--- src/rtl/kernel_apply.sv ---
// Applies a SIZE x SIZE weight kernel to a pixel window: sequential MAC, then a
// restoring divide by the kernel sum with round-half-up and 8-bit saturation.
//
// state | meaning
// IDLE  | waiting for a window; in_ready high
// MAC   | one tap per cycle, row-major, SIZE*SIZE cycles
// PREP  | range-check sum, load dividend acc + sum/2
// DIV   | one quotient bit per cycle, MSB first, ACC_W+1 cycles
// OUT   | result held until out_ready
module kernel_apply #(
  parameter int SIZE  = 5,
  parameter int ACC_W = 24
) (
  input  logic                         clk,
  input  logic                         n_rst,
  input  logic                         in_valid,
  output logic                         in_ready,
  input  logic [SIZE-1:0][SIZE-1:0][7:0] window,
  input  logic [SIZE-1:0][SIZE-1:0][7:0] kernel,
  input  logic [63:0]                  sum,
  output logic                         out_valid,
  input  logic                         out_ready,
  output logic [7:0]                   pixel_out,
  output logic                         div_err
);

  localparam int TAPS    = SIZE * SIZE;
  localparam int CNT_MAX = (TAPS > ACC_W + 1) ? TAPS : ACC_W + 1;
  localparam int CW      = $clog2(CNT_MAX);

  typedef enum logic [2:0] {IDLE, MAC, PREP, DIV, OUT} state_t;

  state_t            state, state_nxt;
  logic [TAPS*8-1:0] win_q, ker_q;
  logic [63:0]       sum_q;
  logic [ACC_W-1:0]  acc_q;
  logic [CW-1:0]     cnt_q;
  logic [ACC_W:0]    num_q;
  logic [ACC_W-1:0]  quo_q;
  logic [ACC_W-1:0]  rem_q;

  logic              accept, last_tap, last_bit, sum_bad, ge;
  logic [15:0]       prod;
  logic [ACC_W:0]    trial, diff, quo_nxt;

  assign accept   = in_valid && in_ready;
  assign last_tap = (cnt_q == CW'(TAPS - 1));
  assign last_bit = (cnt_q == CW'(ACC_W));
  assign sum_bad  = (sum_q == 64'd0) || (sum_q[63:ACC_W] != '0);
  // Window and kernel registers shift down one byte per tap, so the current
  // tap is always in the low byte.
  assign prod     = win_q[7:0] * ker_q[7:0];
  assign trial    = {rem_q, num_q[ACC_W]};
  assign diff     = trial - {1'b0, sum_q[ACC_W-1:0]};
  assign ge       = (trial >= {1'b0, sum_q[ACC_W-1:0]});
  assign quo_nxt  = {quo_q, ge};

  always_ff @(posedge clk or negedge n_rst) begin
    if (!n_rst) state <= IDLE;
    else        state <= state_nxt;
  end

  always_comb begin
    state_nxt = state;
    in_ready  = 1'b0;
    out_valid = 1'b0;
    case (state)
      IDLE: begin
        in_ready = 1'b1;
        if (in_valid) state_nxt = MAC;
      end
      MAC:  if (last_tap) state_nxt = PREP;
      PREP: state_nxt = sum_bad ? OUT : DIV;
      DIV:  if (last_bit) state_nxt = OUT;
      OUT: begin
        out_valid = 1'b1;
        if (out_ready) state_nxt = IDLE;
      end
      default: state_nxt = IDLE;
    endcase
  end

  always_ff @(posedge clk or negedge n_rst) begin
    if (!n_rst) begin
      win_q     <= '0;
      ker_q     <= '0;
      sum_q     <= '0;
      acc_q     <= '0;
      cnt_q     <= '0;
      num_q     <= '0;
      quo_q     <= '0;
      rem_q     <= '0;
      pixel_out <= '0;
      div_err   <= 1'b0;
    end else begin
      case (state)
        IDLE: if (accept) begin
          win_q <= window;
          ker_q <= kernel;
          sum_q <= sum;
          acc_q <= '0;
          cnt_q <= '0;
        end
        MAC: begin
          acc_q <= acc_q + ACC_W'(prod);
          win_q <= win_q >> 8;
          ker_q <= ker_q >> 8;
          cnt_q <= last_tap ? '0 : cnt_q + 1'b1;
        end
        PREP: begin
          if (sum_bad) begin
            div_err   <= 1'b1;
            pixel_out <= '0;
          end else begin
            num_q <= {1'b0, acc_q} + {1'b0, sum_q[ACC_W-1:0] >> 1};
          end
          rem_q <= '0;
          quo_q <= '0;
          cnt_q <= '0;
        end
        DIV: begin
          rem_q <= ge ? diff[ACC_W-1:0] : trial[ACC_W-1:0];
          num_q <= num_q << 1;
          quo_q <= quo_nxt[ACC_W-1:0];
          cnt_q <= cnt_q + 1'b1;
          if (last_bit) begin
            pixel_out <= (|quo_nxt[ACC_W:8]) ? 8'hFF : quo_nxt[7:0];
            div_err   <= 1'b0;
          end
        end
        default: ;
      endcase
    end
  end

endmodule

--- config.mk ---
export PLATFORM = sky130hd
export DESIGN_NAME = kernel_apply
export DESIGN_NICKNAME = d
export VERILOG_FILES = /design/src/rtl/kernel_apply.sv
export SDC_FILE = /design/constraint.sdc
export NUM_CORES = 1
export LEC_CHECK = 0
export BUFFER_PORTS_ARGS = -buffer_cell sky130_fd_sc_hd__buf_2
export CORE_MARGIN = 5
export CORE_UTILIZATION = 44
export DETAILED_ROUTE_END_ITERATION = 6
export PLACE_DENSITY = 0.62
export RECOVER_POWER = 50
export SLEW_MARGIN = 30
export SYNTH_ARGS = -nofsm -noshare
export SYNTH_HDL_FRONTEND = slang
export SYNTH_SLANG_ARGS = --single-unit
--- constraint.sdc ---
create_clock -name clk -period 5.53 [get_ports clk]
set_clock_uncertainty 0.2 [all_clocks]
set_input_delay 0 -clock clk [delete_from_list [all_inputs] [get_ports clk]]
set_output_delay 0 -clock clk [all_outputs]
set_load 0.005 [all_outputs]
==> reports/metrics.csv <==
metric;value;unit
most common cell after layout, fill and taps aside;dlygate4sd3_1;
setup violators final;0;
syn nets;3807;
Area Overhead vs Synth;45.7;%
Async SR Flop Fraction;1.00;
sequential area share after synthesis;0.505;
CP Launch Type;register;
headroom to the max-slew limit;-1.48;
RSZ-0062 raised after global routing;false;
reg2reg path depth;18;
Crit. End Element;register;
Placer Congestion;0.878;
routed length per instance;19.5;um
core area;0.0645;mm2
most used flip-flop cell after synthesis;dfrtp_1;
switch share;0.456;
Comb pwr share;0.615;
die height;265;um
Final #Nets;4957;
post-synthesis cell type count;70;
worst vdd ir;1.27;mV
failing checks;capacitance limit, slew limit;
DRT antenna net count;0;
FMAX;197;MHz
synthesized flop and latch total;578;
setup_tns;0;ps
Clk pwr share;0.144;
gr ovfl total;0;
DRC violations left;0;
# port buffers;478;
cell-internal power;17100;uW
PwrDens;753;mW/mm2
largest net degree at the start of global routing;230;
hold crit path type;in -> reg;
placed cell areas;0.0317;mm2
Initial Util;0.444;
crit path kind;reg -> reg;
die area;0.0703;mm2
Post-Syn Instances;3197;
vias in the first global route;30300;
Routed Wire Length;103000;um
Post-CTS Setup Bufs;0;
CP Max Fanout;9;
final hold slack;23.3;ps
syn avg cell area;8.96;um2
Vias/cell;5.51;
num ports;479;
drt first pass iters;6;
DRT iter0 DRCs;2593;
GR Util All Layers;0.281;
Hold Crit Depth;4;
initial antenna violation count;44;
synthesized area;0.0286;mm2
sequential share of power;0.240;
commonest non-fill, non-tap cells in the layout;dlygate4sd3_1, nor2_1, dfrtp_1, nand2_1, buf_2;
EDFF count, synth;0;
synth warn;0;
Synth area leaders;dfrtp_1, nor2_1, nand2_1;
H-tree levels;3;
Final Max Slew Viols;478;
CP required;5860;ps
Core Rows;93;
Sink Count;578;
share of cells above drive strength 1;0.141;
vias;29200;
CTS tree;yes;
LEAKAGE;0.0198;uW
sw power;14300;uW
DP Wirelength;59200;um
Critical Path AT;5410;ps
Die Wd;265;um
top cell type's share of synthesized area;0.505;
clk buf depth;3;
Synth area leader;dfrtp_1;
first-pass GRT wire length;161000;um
minimum clock period;5080;ps
Least-Margin Pin Slew;3720;ps
cell area after layout;0.0417;mm2
status;finished with violations;
final core occ;0.647;
cts bufs inserted;67;
Hold Fails Final Rpt;0;
clock slew at reported path FFs;60;ps
crit share post-route;0.918;
Clock Root Buffer;clkbuf_16;
worst skew pair latency;620;ps
max cap viols;6;
-- power by group through the flow --
stage               combinational, uW  sequential [uW]  clock [uW]
floorplan                       14600             6990           0
detailed placement              18200             7470           0
CTS                             19000             7410        4570
global route                    22300             7710        4750
finish                          19400             7560        4530
global placement                17900             7420           0
-- registers in the layout (all words and copies together) (netlist names), 3 cells and up --
| signal | flops |
|---|---|
| acc_q | 24 |
| win_q | 200 |
| rem_q | 24 |
| pixel_out | 8 |
| num_q | 25 |
| sum_q | 64 |
| cnt_q | 5 |
| state | 3 |
| quo_q | 24 |
| ker_q | 200 |
-- Yosys cell counts, types with 4 or more instances --
cell	count
a31oi_1	6
and2_1	38
nor3_1	15
a21o_1	20
o21a_1	11
xnor2_1	20
nor2b_1	9
nand3_1	74
o211ai_1	10
o21bai_1	5
xor2_1	23
buf_1	34
o31ai_1	8
nand4b_1	5
nand2_1	562
and3_1	6
a21oi_1	59
o21ai_1	36
clkbuf_1	156
nand2b_1	10
o21ai_0	87
ha_1	90
inv_1	143
a22oi_1	121
dfrtp_1	578
a211oi_1	7
o22ai_1	287
nor2_1	618
nor4_1	18
nand4_1	4
fa_1	52
mux2i_1	24
-- stage by stage --
stage                     cells  setup slack (ps)  power (uW)
after detailed placement   4366               357       25700
after floorplan            3197               744       21600
after global routing       5291              15.9       34700
final                      5306               453       31400
after CTS                  5245               339       31000
after global placement     4366               383       25300
-- timing repair --
action / in CTS / in global routing
hold buffers: 764 / 0
hold endpoints to repair: 1049 / 0
gates resized for setup: 0 / 1
setup endpoints to repair: 0 / 2
-- cell type report --
type,instances,area [um2]
fill,4874,22700
sequential,578,14500
multi-input combinational,2283,12900
timing repair buffer,1274,10400
clock buffer,96,1930
tap,855,1070
inverter,143,537
clock inverter,19,283
antenna,58,145
-- per-layer routing --
metal  vias up  share of wire  global-route usage
met5         -        0.00025                   0
met4         6          0.060               0.142
met3       488          0.065              0.0562
met2      1428           0.49               0.476
met1     14000           0.39               0.343
li1      13300              -                   -
-- worst paths after layout --
| path | startpoint | endpoint | slack, ps |
|---|---|---|---|
| min | kernel[149] | ker_q[149]$_DFFE_PN0P_ | 20 |
| max reg2reg | ker_q[0]$_DFFE_PN0P_ | acc_q[20]$_DFFE_PN0P_ | 450 |
| max | ker_q[0]$_DFFE_PN0P_ | acc_q[20]$_DFFE_PN0P_ | 450 |
| max in group asynchronous | n_rst | acc_q[4]$_DFFE_PN0P_ | 1080 |
| min reg2reg | pixel_out[5]$_DFFE_PN0P_ | pixel_out[5]$_DFFE_PN0P_ | 270 |
| min in group asynchronous | n_rst | ker_q[70]$_DFFE_PN0P_ | 1350 |
-- critical path, stage by stage (launching register included) --
cell and delay [ps]:
dfrtp_1 520, nand2_1 130, fa_1 510, inv_1 50, fa_1 450, ha_1 280, inv_1 40, fa_1 510
inv_1 50, ha_1 270, a21o_1 160, a21o_1 220, a2111oi_1 540, nor3_1 160, o41ai_2 410, o21ai_1 180
nand3_1 120, a21oi_1 80, o21ai_1 120
-- cells by family (layout without fill, tap and decap cells) --
kind of cell,Yosys count,in the layout,synth area share
AOI/OAI and AO/OA,693,693,0.157
xor gates and xnor gates,43,43,0.0131
adders and majority gates,142,142,0.0756
buffers and inverters,336,1532,0.0447
DFF,578,578,0.505
muxes,25,25,0.00878
other,0,58,0
and+or+nand+nor,1380,1380,0.196
Power figures use the tool's default switching activity.
